===== config.mk =====
export PLATFORM = sky130hd
export DESIGN_NAME = cpuc_mem_loader_flat
export DESIGN_NICKNAME = d
export VERILOG_FILES = /design/src/rtl/cpuc_mem_loader_if.sv /design/src/rtl/cpuc_mem_loader.sv /design/src/flat_wrapper.sv
export SDC_FILE = /design/constraint.sdc
export NUM_CORES = 1
export LEC_CHECK = 0
export ABC_CLOCK_PERIOD_IN_PS = 4500
export BUFFER_PORTS_ARGS = -buffer_cell sky130_fd_sc_hd__buf_4
export CORE_ASPECT_RATIO = 1.4
export CORE_MARGIN = 4
export CORE_UTILIZATION = 40
export DETAILED_ROUTE_END_ITERATION = 8
export PLACE_DENSITY = 0.67
export SETUP_SLACK_MARGIN = 0.05
export SYNTH_ARGS = -nofsm -noshare
export SYNTH_HDL_FRONTEND = slang
export SYNTH_SLANG_ARGS = --single-unit

===== constraint.sdc =====
create_clock -name clk -period 4.5 [get_ports clk]
set_input_delay 0.225 -clock clk [delete_from_list [all_inputs] [get_ports clk]]
set_output_delay 0.225 -clock clk [all_outputs]
set_load 0.03 [all_outputs]

===== src/rtl/cpuc_mem_loader_if.sv =====
// Byte-stream handshake between a download source and the memory loader.
// The master drives bytes; the slave (loader) answers with in_ready.
interface cpuc_mem_loader_if;
    logic       in_valid;
    logic [7:0] in_byte;
    logic       in_ready;

    modport master (output in_valid, output in_byte, input in_ready);
    modport slave  (input in_valid, input in_byte, output in_ready);
endinterface


===== src/rtl/cpuc_mem_loader.sv =====
// Front-end mux for the CPUC RAM: passes CPU accesses through when idle, or stalls
// the CPU and writes a little-endian byte stream into consecutive RAM words.
module cpuc_mem_loader #(
    parameter int ADDR_WIDTH = 32,
    parameter int DATA_WIDTH = 32,
    parameter int LEN_WIDTH  = 16
) (
    input  logic                  clk,
    input  logic                  rst_n,
    input  logic                  start,
    input  logic [ADDR_WIDTH-1:0] load_base,
    input  logic [LEN_WIDTH-1:0]  load_len,
    cpuc_mem_loader_if.slave      stream,
    input  logic [ADDR_WIDTH-1:0] cpu_address,
    input  logic                  cpu_wren,
    input  logic [DATA_WIDTH-1:0] cpu_data,
    output logic                  cpu_hold,
    output logic [ADDR_WIDTH-1:0] ram_address,
    output logic                  ram_wren,
    output logic [DATA_WIDTH-1:0] ram_data,
    output logic                  load_busy,
    output logic                  load_done
);
    localparam int BPW = DATA_WIDTH / 8;
    localparam int BCW = (BPW > 1) ? $clog2(BPW) : 1;
    localparam logic [BCW-1:0] LAST_BYTE = BCW'(BPW - 1);

    typedef enum logic [1:0] {IDLE, COLLECT, WRITE, DONE} state_t;

    state_t                state, state_next;
    logic [BCW-1:0]        byte_cnt;
    logic [LEN_WIDTH-1:0]  word_cnt;
    logic [DATA_WIDTH-1:0] shreg;
    logic [ADDR_WIDTH-1:0] base_q;
    logic [LEN_WIDTH-1:0]  len_q;
    logic                  accept;

    assign accept = stream.in_valid && stream.in_ready;

    always_ff @(posedge clk or negedge rst_n) begin
        if (!rst_n) begin
            state <= IDLE;
        end else begin
            state <= state_next;
        end
    end

    // Datapath registers: capture on start, pack bytes into lanes, count written words.
    always_ff @(posedge clk or negedge rst_n) begin
        if (!rst_n) begin
            byte_cnt <= '0;
            word_cnt <= '0;
            shreg    <= '0;
            base_q   <= '0;
            len_q    <= '0;
        end else begin
            case (state)
                IDLE: begin
                    if (start) begin
                        base_q   <= load_base;
                        len_q    <= load_len;
                        byte_cnt <= '0;
                        word_cnt <= '0;
                    end
                end
                COLLECT: begin
                    if (accept) begin
                        shreg[{byte_cnt, 3'b000} +: 8] <= stream.in_byte;
                        if (byte_cnt == LAST_BYTE) begin
                            byte_cnt <= '0;
                        end else begin
                            byte_cnt <= byte_cnt + 1'b1;
                        end
                    end
                end
                WRITE: begin
                    word_cnt <= word_cnt + 1'b1;
                end
                default: ;
            endcase
        end
    end

    // Next state and the RAM-side mux; WRITE is the only state where the loader owns the RAM.
    always_comb begin
        state_next      = state;
        stream.in_ready = 1'b0;
        cpu_hold        = 1'b1;
        load_busy       = 1'b1;
        load_done       = 1'b0;
        ram_address     = cpu_address;
        ram_wren        = 1'b0;
        ram_data        = cpu_data;

        case (state)
            IDLE: begin
                cpu_hold  = 1'b0;
                load_busy = 1'b0;
                ram_wren  = cpu_wren;
                if (start) begin
                    state_next = (load_len == '0) ? DONE : COLLECT;
                end
            end
            COLLECT: begin
                stream.in_ready = 1'b1;
                if (accept && (byte_cnt == LAST_BYTE)) begin
                    state_next = WRITE;
                end
            end
            WRITE: begin
                ram_wren    = 1'b1;
                ram_address = base_q + ADDR_WIDTH'(word_cnt);
                ram_data    = shreg;
                state_next  = ((word_cnt + 1'b1) == len_q) ? DONE : COLLECT;
            end
            DONE: begin
                load_done  = 1'b1;
                state_next = IDLE;
            end
            default: state_next = IDLE;
        endcase
    end
endmodule


===== src/flat_wrapper.sv =====
// flat-port wrapper written by rule: the top's interface ports become plain ports
module cpuc_mem_loader_flat 
#(
    parameter int ADDR_WIDTH = 32,
    parameter int DATA_WIDTH = 32,
    parameter int LEN_WIDTH  = 16
)
  (clk, rst_n, start, load_base, load_len, cpu_address, cpu_wren, cpu_data, cpu_hold, ram_address, ram_wren, ram_data, load_busy, load_done, stream_in_valid, stream_in_byte, stream_in_ready);
  cpuc_mem_loader_if stream_i ();
  input  logic clk;
  input  logic rst_n;
  input  logic start;
  input  logic [ADDR_WIDTH-1:0] load_base;
  input  logic [LEN_WIDTH-1:0] load_len;
  input  logic [ADDR_WIDTH-1:0] cpu_address;
  input  logic cpu_wren;
  input  logic [DATA_WIDTH-1:0] cpu_data;
  output logic cpu_hold;
  output logic [ADDR_WIDTH-1:0] ram_address;
  output logic ram_wren;
  output logic [DATA_WIDTH-1:0] ram_data;
  output logic load_busy;
  output logic load_done;
  input wire logic [$bits(stream_i.in_valid)-1:0] stream_in_valid;
  input wire logic [$bits(stream_i.in_byte)-1:0] stream_in_byte;
  output wire logic [$bits(stream_i.in_ready)-1:0] stream_in_ready;
  assign stream_i.in_valid = stream_in_valid;
  assign stream_i.in_byte = stream_in_byte;
  assign stream_in_ready = stream_i.in_ready;
  cpuc_mem_loader #(.ADDR_WIDTH(ADDR_WIDTH), .DATA_WIDTH(DATA_WIDTH), .LEN_WIDTH(LEN_WIDTH)) u_core (.clk(clk), .rst_n(rst_n), .start(start), .load_base(load_base), .load_len(load_len), .stream(stream_i), .cpu_address(cpu_address), .cpu_wren(cpu_wren), .cpu_data(cpu_data), .cpu_hold(cpu_hold), .ram_address(ram_address), .ram_wren(ram_wren), .ram_data(ram_data), .load_busy(load_busy), .load_done(load_done));
endmodule

==> results of run 1 <==
## report_power, final
part           internal (mW)  total [mW]  switching, mW
Clock                  0.486       0.816          0.330
Combinational          0.968        2.26           1.29
Sequential              1.25        1.57          0.325
Total                   2.70        4.65           1.94
## routing by layer
layer | wire length, um | GRT usage [%] | vias to the layer above
li1 | - | - | 3035
met1 | 7035 | 22.49 | 2708
met2 | 9139 | 35.76 | 191
met3 | 1555 | 4.791 | 18
met4 | 278 | 6.544 | 0
met5 | 0 | 0 | -
## layout make-up
cell class | count | share of cell area, %
clock buffer | 9 | 2.694
sequential | 100 | 29.94
tap | 196 | 2.934
clock inverter | 6 | 1.048
multi-input combinational | 627 | 45.08
timing repair buffer | 198 | 17.81
inverter | 11 | 0.4939
## through the flow
| step | hold slack [ns] | util [%] |
|---|---|---|
| 6_report | 0.1012 | 53.10 |
| 5_1_grt | 0.1076 | 53.10 |
| 4_1_cts | 0.09218 | 53.10 |
| 3_5_place_dp | 0.3325 | 51.05 |
| 3_3_place_gp | 0.3312 | 51.05 |
| 2_1_floorplan | -0.07059 | - |
## sequential cells by signal, indices dropped and copies added (netlist names)
name	count
u_core.base_q	32
u_core.byte_cnt	2
u_core.len_q	16
u_core.shreg	32
u_core.state	2
u_core.word_cnt	16
## cell usage after synthesis, drive strengths merged (2+ instances only)
cell    count  share of area [%]
buf        13                1.3
and2        9               0.87
o21ai      89                6.9
mux2       47                8.2
dfrtp     100                 39
nand3b      2               0.23
inv        11               0.64
clkbuf     26                1.5
a21oi      30                2.5
nand2     238                 14
nand3      14                1.1
nor2       26                1.5
nand4       6               0.58
a22o        3               0.41
a31oi       9               0.87
o211ai      2               0.23
nor4        4               0.39
a21o        5               0.58
a311oi      5               0.95
nand2b      2               0.19
o31ai      10                1.2
xor2       17                2.3
or2         2               0.19
nor2b       3               0.29
nor3b       5               0.58
ha         23                4.4
nor3        9               0.77
nand4b      2               0.27
o21a        2               0.23
o311ai      4               0.54
xnor2      27                3.7
and4        3               0.44
or3         2               0.19
and3        8               0.77
## worst reg2reg max path, cell delays in order, from the launching register on
cell	delay [ns]
dfrtp_1	0.51
nand2b_4	0.46
a2111oi_0	0.61
o2111ai_1	0.18
or3_1	0.42
nor3_2	0.15
a41o_1	0.17
## worst max path at each step
stage,start,endpoint,slack [ns],cells after the start
2_1_floorplan,u_core.word_cnt[0]$_DFFE_PN0P_,ram_address[24],1.41,9
3_3_place_gp,u_core.word_cnt[0]$_DFFE_PN0P_,ram_address[28],1.32,10
3_5_place_dp,u_core.word_cnt[0]$_DFFE_PN0P_,ram_address[28],1.28,10
4_1_cts,u_core.word_cnt[0]$_DFFE_PN0P_,ram_address[28],0.90,10
5_1_grt,u_core.word_cnt[0]$_DFFE_PN0P_,ram_address[28],0.72,10
6_report,u_core.word_cnt[0]$_DFFE_PN0P_,ram_address[28],0.92,10
## kinds of logic (layout without fill, tap and decap cells)
kind of cell	count (synthesis)	in the layout
buf+inv	50	224
simple gates	337	337
flops	100	100
xor+xnor	44	44
fa+ha+maj	25	25
mux	47	47
compound gates	174	174
==> impl_metrics.tcl, run 1 <==
set metrics [dict create \
    status "completed" \
    min_period_over_period_pct 79.61 \
    synthesis.nets 926 \
    ir_worst_vdd_uv 293.6 \
    antenna_left 0 \
    wl_mm 18.01 \
    fin_crit_ns 3.582 \
    cap_violations 0 \
    synth_ff_type "dfrtp_1" \
    hold_start "load_base[16]" \
    r2r_start "u_core.state[0]$_DFFE_PN0P_" \
    power_mw 4.646 \
    track_usage_pct 19.70 \
    end_kind "primary output" \
    arrival_ns 3.36 \
    worst_ep_required_time_ns 4.28 \
    cts_root_buffer "clkbuf_16" \
    drive_gt1_share_pct 28.08 \
    dpl_worst_slack_ns 1.280 \
    path_cells "ha_1, fa_1, a21o_1, a2111o_1, a21oi_4, a311oi_4, o311ai_1, xor2_1, o21ai_1, buf_4" \
    io_pins 194 \
    postSynthCellCount 777 \
    tns_ns 0 \
    dp_hpwl_mm 13.98 \
    p_leak_nw 3.934 \
    synth-seq-cells 100 \
    path_class "reg -> out" \
    synth_edf_count 0 \
    crit_path_top_delay_cell "dfrtp_1" \
    cp_max_fo 7 \
    yosysWarnings 0 \
    async_flop_share_pct 100.0 \
    synth_fa_ha_area_share_pct 4.910 \
    synth.area.mux_share_pct 8.177 \
    htreeDepth 3 \
    clkTransAtPathRegs_ns 0.06 \
    cts_hold_buf 1 \
    setup_viol 0 \
    worstHoldEndpoint "u_core.base_q[16]$_DFFE_PN0P_" \
    place_inst 1131 \
    fin_cells 1147 \
    power_per_cell_area_nw_per_um2 555.8 \
    insertion_delay_ns 0.34 \
    worst_slack_ns 0.9177 \
    portBuffers 193 \
    synth_compound_area_share_pct 16.37 \
    hold_viol 0 \
    start_util_pct 41.11 \
    clkSinkCount 100 \
    final_cell_mix "238 x nand2_1, 197 x buf_4, 100 x dfrtp_1" \
    ys_types 62 \
    rsz0062_at_grt "no" \
    multi_input_area_um2 3769 \
    hp-class "in -> reg" \
    vias 5952 \
    max_slew_margin_pct 31.90 \
    final_common_cell "nand2_1" \
    syn2layout_area_growth_pct 29.15 \
    chipHeight_um 158.5 \
    path_delay_family "compound AO/OA/AOI/OAI gates" \
    vias_per_cell 5.189 \
    fp.dieW_um 115.5 \
    rows 54 \
    antenna_found_initial 0 \
    cts_made_buffers 9 \
    grt_pass1_wl_mm 28.90 \
    fin_skew_ns 0.006268 \
    cts-resized-gates 0 \
    grt_pass1_vias 5908 \
    seq_area_um2 2502 \
    synth-simple-area-share_pct 22.46 \
    design_area_um2 8359 \
    synthXorXnorAreaFrac_pct 5.954 \
    fmax_mhz 279.2 \
    max_stage_delay_ns 0.46 \
    fill_cells 1541 \
    drt_pass1_iterations 4 \
    synth.yosys.seq_area_share_pct 38.66 \
    place_congestion 0.8807 \
    critPathBufInv 1 \
    grt_max_degree 66 \
    cts_setup_buffers 0 \
    wl_per_cell_um 15.70 \
    reg2reg_slack_ns 1.94 \
    synth_area_um2 6472 \
    die_area_um2 18310 \
    cts_tree "done" \
    slew_violations 0 \
    reg2reg_to "u_core.state[1]$_DFFE_PN0P_" \
    cts_buffer_depth 2 \
    gr-total-overflow 0 \
    num-nets-final 1096 \
    drt_iter0_drc 210 \
    hold_path_depth 3 \
    insertedDiodeCount 0 \
    ff2ff_path_depth 6 \
    coreArea_um2 15740 \
    placed_area_um2 8036 \
    drc_errors 0 \
    worst_pin_slew_ns 1.018 \
    worstSetupStartpointType "register" \
    synth_top_family_by_area "simple AND/OR/NAND/NOR gates" \
    syn_area_per_cell_um2 8.330 \
]
Power figures use the tool's default switching activity.
==> run 2: changes to the inputs <==
--- a/config.mk
+++ b/config.mk
@@ -5,7 +5,7 @@
 export SDC_FILE = /design/constraint.sdc
 export NUM_CORES = 1
 export LEC_CHECK = 0
-export ABC_CLOCK_PERIOD_IN_PS = 4500
+export ABC_CLOCK_PERIOD_IN_PS = 3600
 export BUFFER_PORTS_ARGS = -buffer_cell sky130_fd_sc_hd__buf_4
 export CORE_ASPECT_RATIO = 1.4
 export CORE_MARGIN = 4
==> constraint.sdc (replaced) <==
create_clock -name clk -period 3.6 [get_ports clk]
set_input_delay 0.18 -clock clk [delete_from_list [all_inputs] [get_ports clk]]
set_output_delay 0.18 -clock clk [all_outputs]
set_load 0.03 [all_outputs]
==> run 2 against run 1 <==
  * Critical path depth unchanged
  * Combinational power increased by 25%
  * Count of clock-buffer cells in the layout increased by 1
  * Worst setup slack got worse by 0.69 ns
  * Total power increased by 23%
  * Wire length increased by 1.2%
  * Clock power increased by 11%
  * Final cell count increased by 0.61%
  * First-iteration DRC count increased by 3.3%
  * Register-to-register slack got worse by 0.84 ns
==> impl_metrics.tcl, run 2 (synthesis results as in run 1) <==
set metrics [dict create \
    status "completed" \
    placed_area_um2 8066 \
    seq_area_um2 2504 \
    worst_slack_ns 0.2304 \
    worstSetupStartpointType "register" \
    power_mw 5.702 \
    portBuffers 193 \
    slew_violations 0 \
    place_congestion 0.8868 \
    tns_ns 0 \
    final_common_cell "nand2_1" \
    antenna_left 0 \
    vias 5910 \
    insertedDiodeCount 0 \
    fin_cells 1154 \
    start_util_pct 41.11 \
    grt_pass1_wl_mm 29.05 \
    cp_max_fo 7 \
    num-nets-final 1103 \
    grt_util_met2_pct 36.51 \
    clkTransAtPathRegs_ns 0.07 \
    chipHeight_um 158.5 \
    drc_errors 0 \
    htreeDepth 3 \
    crit_path_top_delay_cell "a2111o_1" \
    fp.dieW_um 115.5 \
    fmax_mhz 296.8 \
    grt_use_met1_pct 22.93 \
    grt_util_met3_pct 5.133 \
    design_area_um2 8386 \
    io_pins 194 \
    arrival_ns 3.19 \
    grt_busiest_layer "met2" \
    rsz0062_at_grt "no" \
    path_delay_family "compound AO/OA/AOI/OAI gates" \
    critPathBufInv 1 \
    antenna_found_initial 0 \
    cap_violations 0 \
    wl_mm 18.23 \
    power_per_cell_area_nw_per_um2 679.9 \
    multi_input_area_um2 3786 \
    worst_ep_required_time_ns 3.42 \
    dp_hpwl_mm 14.12 \
    cts_buffer_depth 2 \
    setup_viol 0 \
    max_slew_margin_pct 38.14 \
    p_leak_nw 3.923 \
    track_usage_pct 19.95 \
    ir_worst_vdd_uv 364.6 \
    path_class "reg -> out" \
    largestRegisters "u_core.base_q x32, u_core.shreg x32" \
    coreArea_um2 15740 \
    min_period_over_period_pct 93.60 \
    vias_per_cell 5.121 \
    path_cells "ha_1, fa_2, a21o_1, a2111o_1, a21oi_4, a311oi_4, o311ai_1, xor2_1, o21ai_1, buf_4" \
    max_stage_delay_ns 0.46 \
    cts_tree "done" \
    clkSinkCount 100 \
    hp-class "in -> reg" \
    drt_pass1_iterations 4 \
    end_kind "primary output" \
    rows 54 \
    die_area_um2 18310 \
    drive_gt1_share_pct 28.91 \
    place_inst 1135 \
    wl_per_cell_um 15.80 \
    worst_pin_slew_ns 0.9259 \
    fin_skew_ns 0.009862 \
    hold_viol 0 \
    grt_pass1_vias 5841 \
    insertion_delay_ns 0.34 \
    grt_max_degree 76 \
    gr-total-overflow 0 \
    cts_made_buffers 9 \
    syn2layout_area_growth_pct 29.56 \
    cts_root_buffer "clkbuf_16" \
    final_cell_mix "238 x nand2_1, 204 x buf_4, 99 x dfrtp_1" \
    fin_crit_ns 3.370 \
    drt_iter0_drc 217 \
    dpl_worst_slack_ns 0.4406 \
    fill_cells 1562 \
]
-- run 2: cell count changes in the layout (fill, tap and decap cells not counted), sizes merged --
cell	previous run	this run
clkinv	2	3
clkinvlp	0	1
clkbuf	9	10
inv	13	12
buf	197	204
bufinv	2	0
-- run 2: where the power goes --
group | switching (mW) | leakage (nW) | internal, mW
combinational | 1.61 | 2.52 | 1.22
sequential | 0.403 | 1.28 | 1.56
clock | 0.437 | 0.129 | 0.470
-- run 2: cell type report --
cell class / count / share of cell area (%)
Sequential cell: 100 / 29.86
Clock inverter: 5 / 0.4625
Multi-Input combinational cell: 627 / 45.15
Inverter: 11 / 0.4924
Clock buffer: 10 / 2.731
Tap cell: 196 / 2.924
Timing Repair Buffer: 205 / 18.38
-- run 2: path summary, 6_finish.rpt --
path / from / slack (ns) / endpoint / depth (start not counted)
min: load_base[16] / 0.05 / u_core.base_q[16]$_DFFE_PN0P_ / 3
max reg2reg: u_core.word_cnt[1]$_DFFE_PN0P_ / 1.10 / u_core.state[1]$_DFFE_PN0P_ / 8
max in group asynchronous: rst_n / 2.32 / u_core.state[0]$_DFFE_PN0P_ / 3
min in group asynchronous: rst_n / 0.44 / u_core.base_q[18]$_DFFE_PN0P_ / 2
min reg2reg: u_core.shreg[30]$_DFFE_PN0P_ / 0.48 / u_core.shreg[30]$_DFFE_PN0P_ / 2
max: u_core.word_cnt[0]$_DFFE_PN0P_ / 0.23 / ram_address[24] / 10
-- run 2: what timing repair did --
item,CTS,global route
gates resized for setup,0,4
hold buffers,1,0
buffers inserted,2,1
pin swaps,1,2
endpoints found under the hold margin,54,0
endpoints found under the setup margin,1,5
-- run 2: tightest hold or removal path: stages --
cell and delay (ns):
buf_4 0.07, nand2_1 0.03, o21ai_0 0.07
-- run 2: through the flow --
step                      hold WS [ns]  util (%)
after floorplan                -0.1156         -
after global placement          0.2877     51.24
after detailed placement        0.2956     51.24
after CTS                      0.04335     53.10
after global routing           0.05103     53.27
final                          0.05399     53.27
-- run 2: per-layer routing --
layer / vias up / share of wire (%)
met5: - / 0
met4: 0 / 1.5
met3: 17 / 8.3
met2: 181 / 51
met1: 2658 / 39
li1: 3054 / -
==> run 3: changes to the inputs <==
--- a/config.mk
+++ b/config.mk
@@ -5,8 +5,8 @@
 export SDC_FILE = /design/constraint.sdc
 export NUM_CORES = 1
 export LEC_CHECK = 0
-export ABC_CLOCK_PERIOD_IN_PS = 3600
-export BUFFER_PORTS_ARGS = -buffer_cell sky130_fd_sc_hd__buf_4
+export ABC_CLOCK_PERIOD_IN_PS = 3990
+export BUFFER_PORTS_ARGS = -buffer_cell sky130_fd_sc_hd__buf_2
 export CORE_ASPECT_RATIO = 1.4
 export CORE_MARGIN = 4
 export CORE_UTILIZATION = 40
==> constraint.sdc (replaced) <==
create_clock -name clk -period 3.99 [get_ports clk]
set_input_delay 0.1995 -clock clk [delete_from_list [all_inputs] [get_ports clk]]
set_output_delay 0.1995 -clock clk [all_outputs]
set_load 0.03 [all_outputs]
==> run 3 against run 2 <==
  * Sequential share of layout area increased by 1.9 points
  * Critical path type unchanged
  * Flip-flop and latch count unchanged
  * The flow now finishes with violations (hold timing)
  * Total power fell by 11%
==> impl_metrics.tcl, run 3 (synthesis results as in run 1) <==
set metrics [dict create \
    cts_made_buffers 9 \
    fmax_mhz 282.9 \
    wl_mm 17.69 \
    cts_tree "done" \
    worst_ep_required_time_ns 3.79 \
    worstSetupStartpointType "register" \
    antenna_found_initial 3 \
    hp-class "in -> async" \
    fill_cells 1603 \
    power_mw 5.056 \
    clkTransAtPathRegs_ns 0.07 \
    clkSinkCount 100 \
    grt_max_degree 72 \
    fin_crit_ns 3.535 \
    chipHeight_um 158.5 \
    end_kind "primary output" \
    design_area_um2 7869 \
    status "complete, but fails checks" \
    power_per_cell_area_nw_per_um2 642.5 \
    portBuffers 193 \
    multi_input_area_um2 3769 \
    placed_area_um2 7556 \
    drt_pass1_iterations 5 \
    seq_area_um2 2502 \
    cp_max_fo 7 \
    path_class "reg -> out" \
    vias_per_cell 5.201 \
    die_area_um2 18310 \
    drive_gt1_share_pct 28.18 \
    final_common_cell "nand2_1" \
    worst_pin_slew_ns 1.015 \
    place_inst 1131 \
    met3_length_mm 1.337 \
    path_cells "ha_1, fa_1, a21o_1, a2111o_1, a21oi_4, a311oi_4, o311ai_1, xor2_1, o21ai_1, buf_2" \
    place_congestion 0.8828 \
    max_slew_margin_pct 32.06 \
    setup_viol 0 \
    cap_violations 0 \
    fin_skew_ns 0.007592 \
    grt_pass1_vias 5798 \
    arrival_ns 3.34 \
    violations "hold timing" \
    dp_hpwl_mm 13.59 \
    insertion_delay_ns 0.34 \
    ir_worst_vdd_uv 320.8 \
    grt_pass1_wl_mm 28.66 \
    met2_length_mm 8.930 \
    vias 5966 \
    insertedDiodeCount 0 \
    start_util_pct 41.11 \
    fp.dieW_um 115.5 \
    final_cell_mix "238 x nand2_1, 192 x buf_2, 100 x dfrtp_1" \
    cts-resized-gates 0 \
    wl_per_cell_um 15.42 \
    rsz0062_at_grt "no" \
    htreeDepth 3 \
    largestRegisters "u_core.base_q x32, u_core.shreg x32" \
    gr-total-overflow 0 \
    drt_iter0_drc 238 \
    cts_buffer_depth 2 \
    min_period_over_period_pct 88.60 \
    wl_met1_mm 7.006 \
    cts_hold_buf 0 \
    fin_cells 1147 \
    crit_path_top_delay_cell "dfrtp_1" \
    rows 54 \
    hold_slack_ns -0.01677 \
    syn2layout_area_growth_pct 21.57 \
    max_stage_delay_ns 0.45 \
    tns_ns 0 \
    slew_violations 0 \
    hold_viol 12 \
    cts_setup_buffers 0 \
    drc_errors 0 \
    num-nets-final 1095 \
    antenna_left 0 \
    top_layer_used "met5" \
    cts_root_buffer "clkbuf_16" \
    coreArea_um2 15740 \
    io_pins 194 \
    track_usage_pct 19.63 \
    p_leak_nw 3.763 \
]
[run 3: path summary, 6_finish.rpt]
check,start,to,slack [ns],cells past startpoint
worst min-delay path,rst_n,u_core.base_q[14]$_DFFE_PN0P_,-0.02,1
worst max-delay path,u_core.word_cnt[0]$_DFFE_PN0P_,ram_address[28],0.45,10
min in group clk,load_base[16],u_core.base_q[16]$_DFFE_PN0P_,0.08,3
worst max register to register,u_core.state[0]$_DFFE_PN0P_,u_core.state[1]$_DFFE_PN0P_,1.46,6
max in group asynchronous,rst_n,u_core.len_q[8]$_DFFE_PN0P_,3.04,2
worst min register to register,u_core.shreg[29]$_DFFE_PN0P_,u_core.shreg[29]$_DFFE_PN0P_,0.48,2
[run 3: per-stage QoR]
| step | util, % | setup WS (ns) |
|---|---|---|
| finish | 49.98 | 0.4548 |
| global route | 49.98 | 0.2332 |
| detailed placement | 48.00 | 0.8138 |
| CTS | 49.98 | 0.4381 |
| floorplan | - | 0.9253 |
| global placement | 48.00 | 0.8539 |
[run 3: power breakdown]
part           total [mW]  switching, mW  internal [mW]
clock network       0.913          0.391          0.522
registers            1.77          0.360           1.41
logic                2.38           1.43          0.947
total                5.06           2.18           2.88
[run 3: cell type report]
class / instances / area share (%)
sequential: 100 / 31.80
clock inverter: 5 / 0.7632
clock buffer: 11 / 3.212
inverter: 11 / 0.5247
timing repair buffer: 197 / 12.69
tap: 196 / 3.117
multi-input combinational: 627 / 47.89
[run 3: metal layers]
metal | global-route usage (%) | up-vias
met3 | 4.411 | 31
met2 | 35.04 | 194
li1 | - | 3032
met5 | 0 | -
met1 | 23.35 | 2703
met4 | 6.096 | 6
[run 3: critical path: cells and delay by family (launching register included)]
family                     cells  cell delay [ns]
buffers and inverters          1             0.20
DFF                            1             0.45
adders and majority gates      2             0.65
xor gates and xnor gates       1             0.19
AOI/OAI and AO/OA              6             1.49
